## src/rtl/acc6_pkg.sv

```systemverilog
// Shared constants and types for the six-lane accumulator result path.
package acc6_pkg;

    localparam int LANES  = 6;
    localparam int WORD_W = 32;
    localparam int VEC_W  = LANES * WORD_W;

    typedef logic [2:0] lane_idx_t;

endpackage

```

## src/rtl/result_fifo192.sv

```systemverilog
// Synchronous FIFO of full accumulator results with a registered head word
// that already holds the next entry, so a push into an empty FIFO is visible
// on the following cycle.
module result_fifo192
    import acc6_pkg::*;
#(
    parameter int DEPTH = 4
) (
    input  logic                         clk,
    input  logic                         rst,
    input  logic                         push,
    input  logic                         pop,
    input  logic [VEC_W-1:0]             wr_data,
    output logic [VEC_W-1:0]             rd_data,
    output logic [$clog2(DEPTH+1)-1:0]   count,
    output logic                         full,
    output logic                         empty
);

    localparam int AW = $clog2(DEPTH);
    localparam int CW = $clog2(DEPTH+1);

    logic [VEC_W-1:0] mem [DEPTH];
    logic [AW-1:0]    wr_ptr;
    logic [AW-1:0]    rd_ptr;
    logic [AW-1:0]    head_next;

    assign full      = (count == CW'(DEPTH));
    assign empty     = (count == '0);
    assign head_next = pop ? rd_ptr + 1'b1 : rd_ptr;

    // NOTE: the storage array has no reset; its contents are don't-care until
    // written, and leaving it out keeps it mappable to plain RAM/flops.
    always_ff @(posedge clk) begin
        if (push) begin
            mem[wr_ptr] <= wr_data;
        end
    end

    // NOTE: all state uses non-blocking assignments so every register samples
    // the values from before the edge, independent of statement order.
    always_ff @(posedge clk) begin
        if (rst) begin
            wr_ptr  <= '0;
            rd_ptr  <= '0;
            count   <= '0;
            rd_data <= '0;
        end else begin
            if (push) wr_ptr <= wr_ptr + 1'b1;
            if (pop)  rd_ptr <= rd_ptr + 1'b1;
            case ({push, pop})
                2'b10:   count <= count + 1'b1;
                2'b01:   count <= count - 1'b1;
                default: count <= count;
            endcase
            // Bypass when the slot being written becomes the new head.
            rd_data <= (push && (wr_ptr == head_next)) ? wr_data : mem[head_next];
        end
    end

endmodule

```

## src/rtl/acc6_result_drain.sv

```systemverilog
// Buffers accumulator results and drains them lane by lane as a 32-bit
// AXI-Stream with tlast on the final lane; drops and flags overflow when full.
module acc6_result_drain
    import acc6_pkg::WORD_W, acc6_pkg::VEC_W, acc6_pkg::lane_idx_t;
#(
    parameter int DEPTH = 4,
    parameter int LANES = 6
) (
    input  logic                         clk,
    input  logic                         rst,
    input  logic                         acc_valid,
    input  logic [VEC_W-1:0]             acc_data,
    output logic [WORD_W-1:0]            m_tdata,
    output logic                         m_tvalid,
    input  logic                         m_tready,
    output logic                         m_tlast,
    output logic [$clog2(DEPTH+1)-1:0]   level,
    output logic                         ovf,
    input  logic                         ovf_clr
);

    localparam lane_idx_t LAST_LANE = lane_idx_t'(LANES - 1);

    logic [VEC_W-1:0] head;
    logic             full;
    logic             empty;
    logic             xfer;
    logic             last_xfer;
    logic             push;
    logic             drop;
    lane_idx_t        lane;

    assign m_tvalid  = !empty;
    assign xfer      = m_tvalid && m_tready;
    assign last_xfer = xfer && (lane == LAST_LANE);
    // A full FIFO still takes a result when the head leaves in the same cycle.
    assign push      = acc_valid && (!full || last_xfer);
    assign drop      = acc_valid && !push;
    assign m_tlast   = m_tvalid && (lane == LAST_LANE);

    result_fifo192 #(.DEPTH(DEPTH)) u_fifo (
        .clk     (clk),
        .rst     (rst),
        .push    (push),
        .pop     (last_xfer),
        .wr_data (acc_data),
        .rd_data (head),
        .count   (level),
        .full    (full),
        .empty   (empty)
    );

    // NOTE: every output of this block gets a default first, so no latch can
    // be inferred for lane values the counter never reaches.
    always_comb begin
        m_tdata = '0;
        for (int k = 0; k < LANES; k++) begin
            if (lane == lane_idx_t'(k)) begin
                m_tdata = head[k*WORD_W +: WORD_W];
            end
        end
    end

    always_ff @(posedge clk) begin
        if (rst) begin
            lane <= '0;
            ovf  <= 1'b0;
        end else begin
            if (xfer) begin
                lane <= (lane == LAST_LANE) ? '0 : lane + 1'b1;
            end
            if (drop) begin
                ovf <= 1'b1;
            end else if (ovf_clr) begin
                ovf <= 1'b0;
            end
        end
    end

endmodule

```

## config.mk

```make
export PLATFORM = sky130hd
export DESIGN_NAME = acc6_result_drain
export DESIGN_NICKNAME = d
export VERILOG_FILES = /design/src/rtl/acc6_pkg.sv /design/src/rtl/result_fifo192.sv /design/src/rtl/acc6_result_drain.sv
export SDC_FILE = /design/constraint.sdc
export NUM_CORES = 1
export LEC_CHECK = 0
export BUFFER_PORTS_ARGS = -buffer_cell sky130_fd_sc_hd__buf_2
export CELL_PAD_IN_SITES_DETAIL_PLACEMENT = 1
export CELL_PAD_IN_SITES_GLOBAL_PLACEMENT = 2
export CORE_MARGIN = 4
export CORE_UTILIZATION = 30
export DETAILED_ROUTE_END_ITERATION = 10
export PLACE_DENSITY = 0.68
export SYNTH_ARGS = -nofsm -noshare
export SYNTH_HDL_FRONTEND = slang
export SYNTH_SLANG_ARGS = --single-unit
```

## constraint.sdc

```tcl
create_clock -name clk -period 21.5 [get_ports clk]
set_input_delay 3.225 -clock clk [delete_from_list [all_inputs] [get_ports clk]]
set_output_delay 3.225 -clock clk [all_outputs]
set_load 0.01 [all_outputs]
```

==> results.sh <==
export IMPL_worstRegToRegCells=8
export IMPL_port_buffers=234
export IMPL_synth_seq_cells=971
export IMPL_yosys_warnings=0
export IMPL_ir_drop_mv=0.06865
export IMPL_rows=141
export IMPL_synth_enable_flop_cells=768
export IMPL_place_gp_congestion=0.7927
export IMPL_grt_pass1_vias=29450
export IMPL_first_iter_violations=2246
export IMPL_dp_slack_ps=14070
export IMPL_drcViolationCount=0
export IMPL_synth_top_area_share_pct=51.63
export IMPL_wire_per_inst_um=29.28
export IMPL_htreeDepth=3
export IMPL_pin_count=235
export IMPL_outcome="completed"
export IMPL_synth_top_family_by_area="multiplexers"
export IMPL_synth_compound_area_share_pct=13.47
export IMPL_synth_area_per_cell_um2=15.15
export IMPL_critPathBufInv=4
export IMPL_die_h_um=393.9
export IMPL_slowest_delay_ps=690
export IMPL_fin_cells=5099
export IMPL_crit_slowest_cell="nor2_1"
export IMPL_hpwl_mm=87.85
export IMPL_drt_first_pass_iters=5
export IMPL_cts_sinks=971
export IMPL_ys_top_cells_by_count="edfxtp_1 (768), mux2i_1 (384), clkbuf_1 (204), dfxtp_1 (203), a211oi_1 (193)"
export IMPL_yosysSeqAreaShare_pct=60.73
export IMPL_slew_violations=0
export IMPL_cts_root_buf="clkbuf_16"
export IMPL_netlist_area_um2=44660
export IMPL_maxSlewHeadroom_pct=21.56
export IMPL_synth_most_common_cell="edfxtp_1"
export IMPL_async_flop_share_pct=0
export IMPL_synth_ff_type="edfxtp_1"
export IMPL_synth_xor_area_share_pct=0.1177
export IMPL_cellPowerDensity_nw_per_um2=88.88
export IMPL_num_nets_final=3252
export IMPL_core_area_um2=147800
export IMPL_overflow=0
export IMPL_yosysUniqueCellTypes=49
export IMPL_cap_violations=0
export IMPL_critPathCapture="m_tdata[27]"
export IMPL_grtUsageTotal_pct=18.76
export IMPL_endpoint_kind="primary output"
export IMPL_worstSetupPathType="reg -> out"
export IMPL_synth_cells=2948
export IMPL_r2r_end="u_fifo.rd_data[6]"
export IMPL_synthMuxAreaShare_pct=18.29
export IMPL_setup_tns_ps=0
export IMPL_required_ps=18270
export IMPL_fin_skew_ps=27.43
export IMPL_viasPerCell=5.552
export IMPL_synth_fp_nets=3151
export IMPL_finalHoldViolCount=0
export IMPL_cp_data_arrival_time_ps=4590
export IMPL_insertion_delay_ps=730
export IMPL_routed_via_count=28310
export IMPL_critPathLaunchType="flip-flop"
export IMPL_fp_dieW_um=393.9
export IMPL_finalCriticalPeriod_ps=7813
export IMPL_cellLeakagePower_nw=17.40
export IMPL_r2r_start="lane[0]"
export IMPL_ant_nets=0
export IMPL_holdWs_ps=582.0
export IMPL_wl_mm=149.3
export IMPL_fillCellCount=15150
export IMPL_path_cells="buf_4 -> and2_1 -> ha_1 -> buf_4 -> nor2_1 -> buf_4 -> o21ai_0 -> o21ai_0 -> o21ai_0 -> a21oi_1 -> buf_2"
export IMPL_path_max_fanout=42
export IMPL_area_growth_pct=14.55
export IMPL_synthAdderAreaFrac_pct=0.1849
export IMPL_regToRegSetupSlack_ps=16280
export IMPL_path_depth=11
export IMPL_dieArea_um2=155100
export IMPL_antenna_found_initial=75
export IMPL_utilization_pct=34.61
export IMPL_rsz0062_at_grt="false"
export IMPL_cts_resized=0
export IMPL_hold_class="reg -> reg"
export IMPL_clock_path_buffers=3
export IMPL_clkTransAtPathRegs_ps=60
export IMPL_post_cts_buffers=0
export IMPL_grt_pass1_wl_mm=216.8
export IMPL_finalCritPeriodShare_pct=36.34
export IMPL_synthSimpleGateAreaFrac_pct=3.757
export IMPL_drive_gt1_share_pct=20.90
export IMPL_cp_top_family="compound AO/OA/AOI/OAI gates"
export IMPL_start_util_pct=30.21
export IMPL_timing_fmax_ghz=0.1280
export IMPL_cts_tree="yes"
export IMPL_synth_area_top_cells="edfxtp_1 (52%), mux4_2 (9.7%), dfxtp_1 (9.1%)"
export IMPL_hold_buffers=0
export IMPL_yosys_area_top_type="edfxtp_1"
export IMPL_setup_slack_ps=13690
export IMPL_grt_max_degree=155
export IMPL_cts_buffers=107
export IMPL_post_place_cells=4870
export IMPL_tightestPinTransition_ps=1177
export IMPL_setup_violations=0
export IMPL_crit_start="lane[1]"
[area by class of cell]
| cell class | count | area (um2) | share of cell area, % |
|---|---|---|---|
| Timing Repair Buffer | 287 | 1688 | 3.299 |
| Multi-Input combinational cell | 1671 | 16100 | 31.47 |
| Clock buffer | 156 | 3057 | 5.974 |
| Sequential cell | 971 | 27130 | 53.03 |
| Inverter | 11 | 41.29 | 0.08070 |
| Tap cell | 1930 | 2415 | 4.720 |
| Clock inverter | 48 | 664.4 | 1.299 |
| Antenna cell | 25 | 62.56 | 0.1223 |
[report_power, final]
| part | internal, mW | total [mW] | switching, mW |
|---|---|---|---|
| clock | 1.18 | 1.94 | 0.759 |
| sequential | 2.15 | 2.20 | 0.0550 |
| combinational | 0.130 | 0.409 | 0.279 |
[metrics by stage]
step                      instance area, um2  power, mW
after floorplan                        44660      2.450
after global placement                 47380      2.645
after detailed placement               47380      2.653
after CTS                              51100      4.598
after global routing                   51120      4.713
final                                  51160      4.547
[how the worst min path moves through the flow]
stage          cells after the start             endpoint  slack (ps)          startpoint
2_1_floorplan                      2  u_fifo.rd_data[149]         530  u_fifo.mem[0][149]
3_3_place_gp                       2  u_fifo.rd_data[149]         560  u_fifo.mem[0][149]
3_5_place_dp                       2  u_fifo.rd_data[149]         580  u_fifo.mem[0][149]
4_1_cts                            2  u_fifo.rd_data[149]         580  u_fifo.mem[0][149]
5_1_grt                            2  u_fifo.rd_data[149]         610  u_fifo.mem[0][149]
6_report                           2  u_fifo.rd_data[149]         580  u_fifo.mem[0][149]
[layout by cell type (no fill, tap or decap), types with 9 or more instances in the layout]
master     instances
edfxtp_1         768
mux2i_1          384
buf_2            233
dfxtp_1          201
a211oi_1         193
mux4_2           192
nand2b_1         191
a311oi_1         191
o22a_1           190
clkbuf_16        111
o21ai_0           98
nor2_1            77
a21oi_1           66
buf_4             44
clkbuf_1          34
a2bb2oi_1         32
diode_2           25
bufinv_16         16
clkinv_1          13
clkinv_2          12
inv_1             11
clkbuf_8          11
buf_12             9
[routing by layer]
metal | vias up | GRT usage [%] | wire length (um)
met5 | - | 0 | 195
met4 | 30 | 6.324 | 4463
met3 | 212 | 4.053 | 9800
met2 | 815 | 29.75 | 69520
met1 | 14950 | 25.56 | 65320
li1 | 12300 | - | -
[tightest hold or removal path, cell delays in order (launching register included)]
cell and delay, ps:
edfxtp_1 350, o21ai_0 90, a311oi_1 90
[flip-flops by register name, summed over array words and instances (netlist names)]
register	count
lane	3
u_fifo.rd_data	192
u_fifo.rd_ptr	2
u_fifo.count	3
u_fifo.wr_ptr	2
u_fifo.mem	768
ovf	1
[cell families (layout without fill, tap and decap cells)]
logic type      after synthesis  after routing
other cells                   0             25
buf+inv                     306            502
mux                         576            576
compound gates              783            783
xor+xnor                      6              6
simple gates                300            300
flops                       971            971
fa+ha+maj                     6              6
Power figures use the tool's default switching activity.
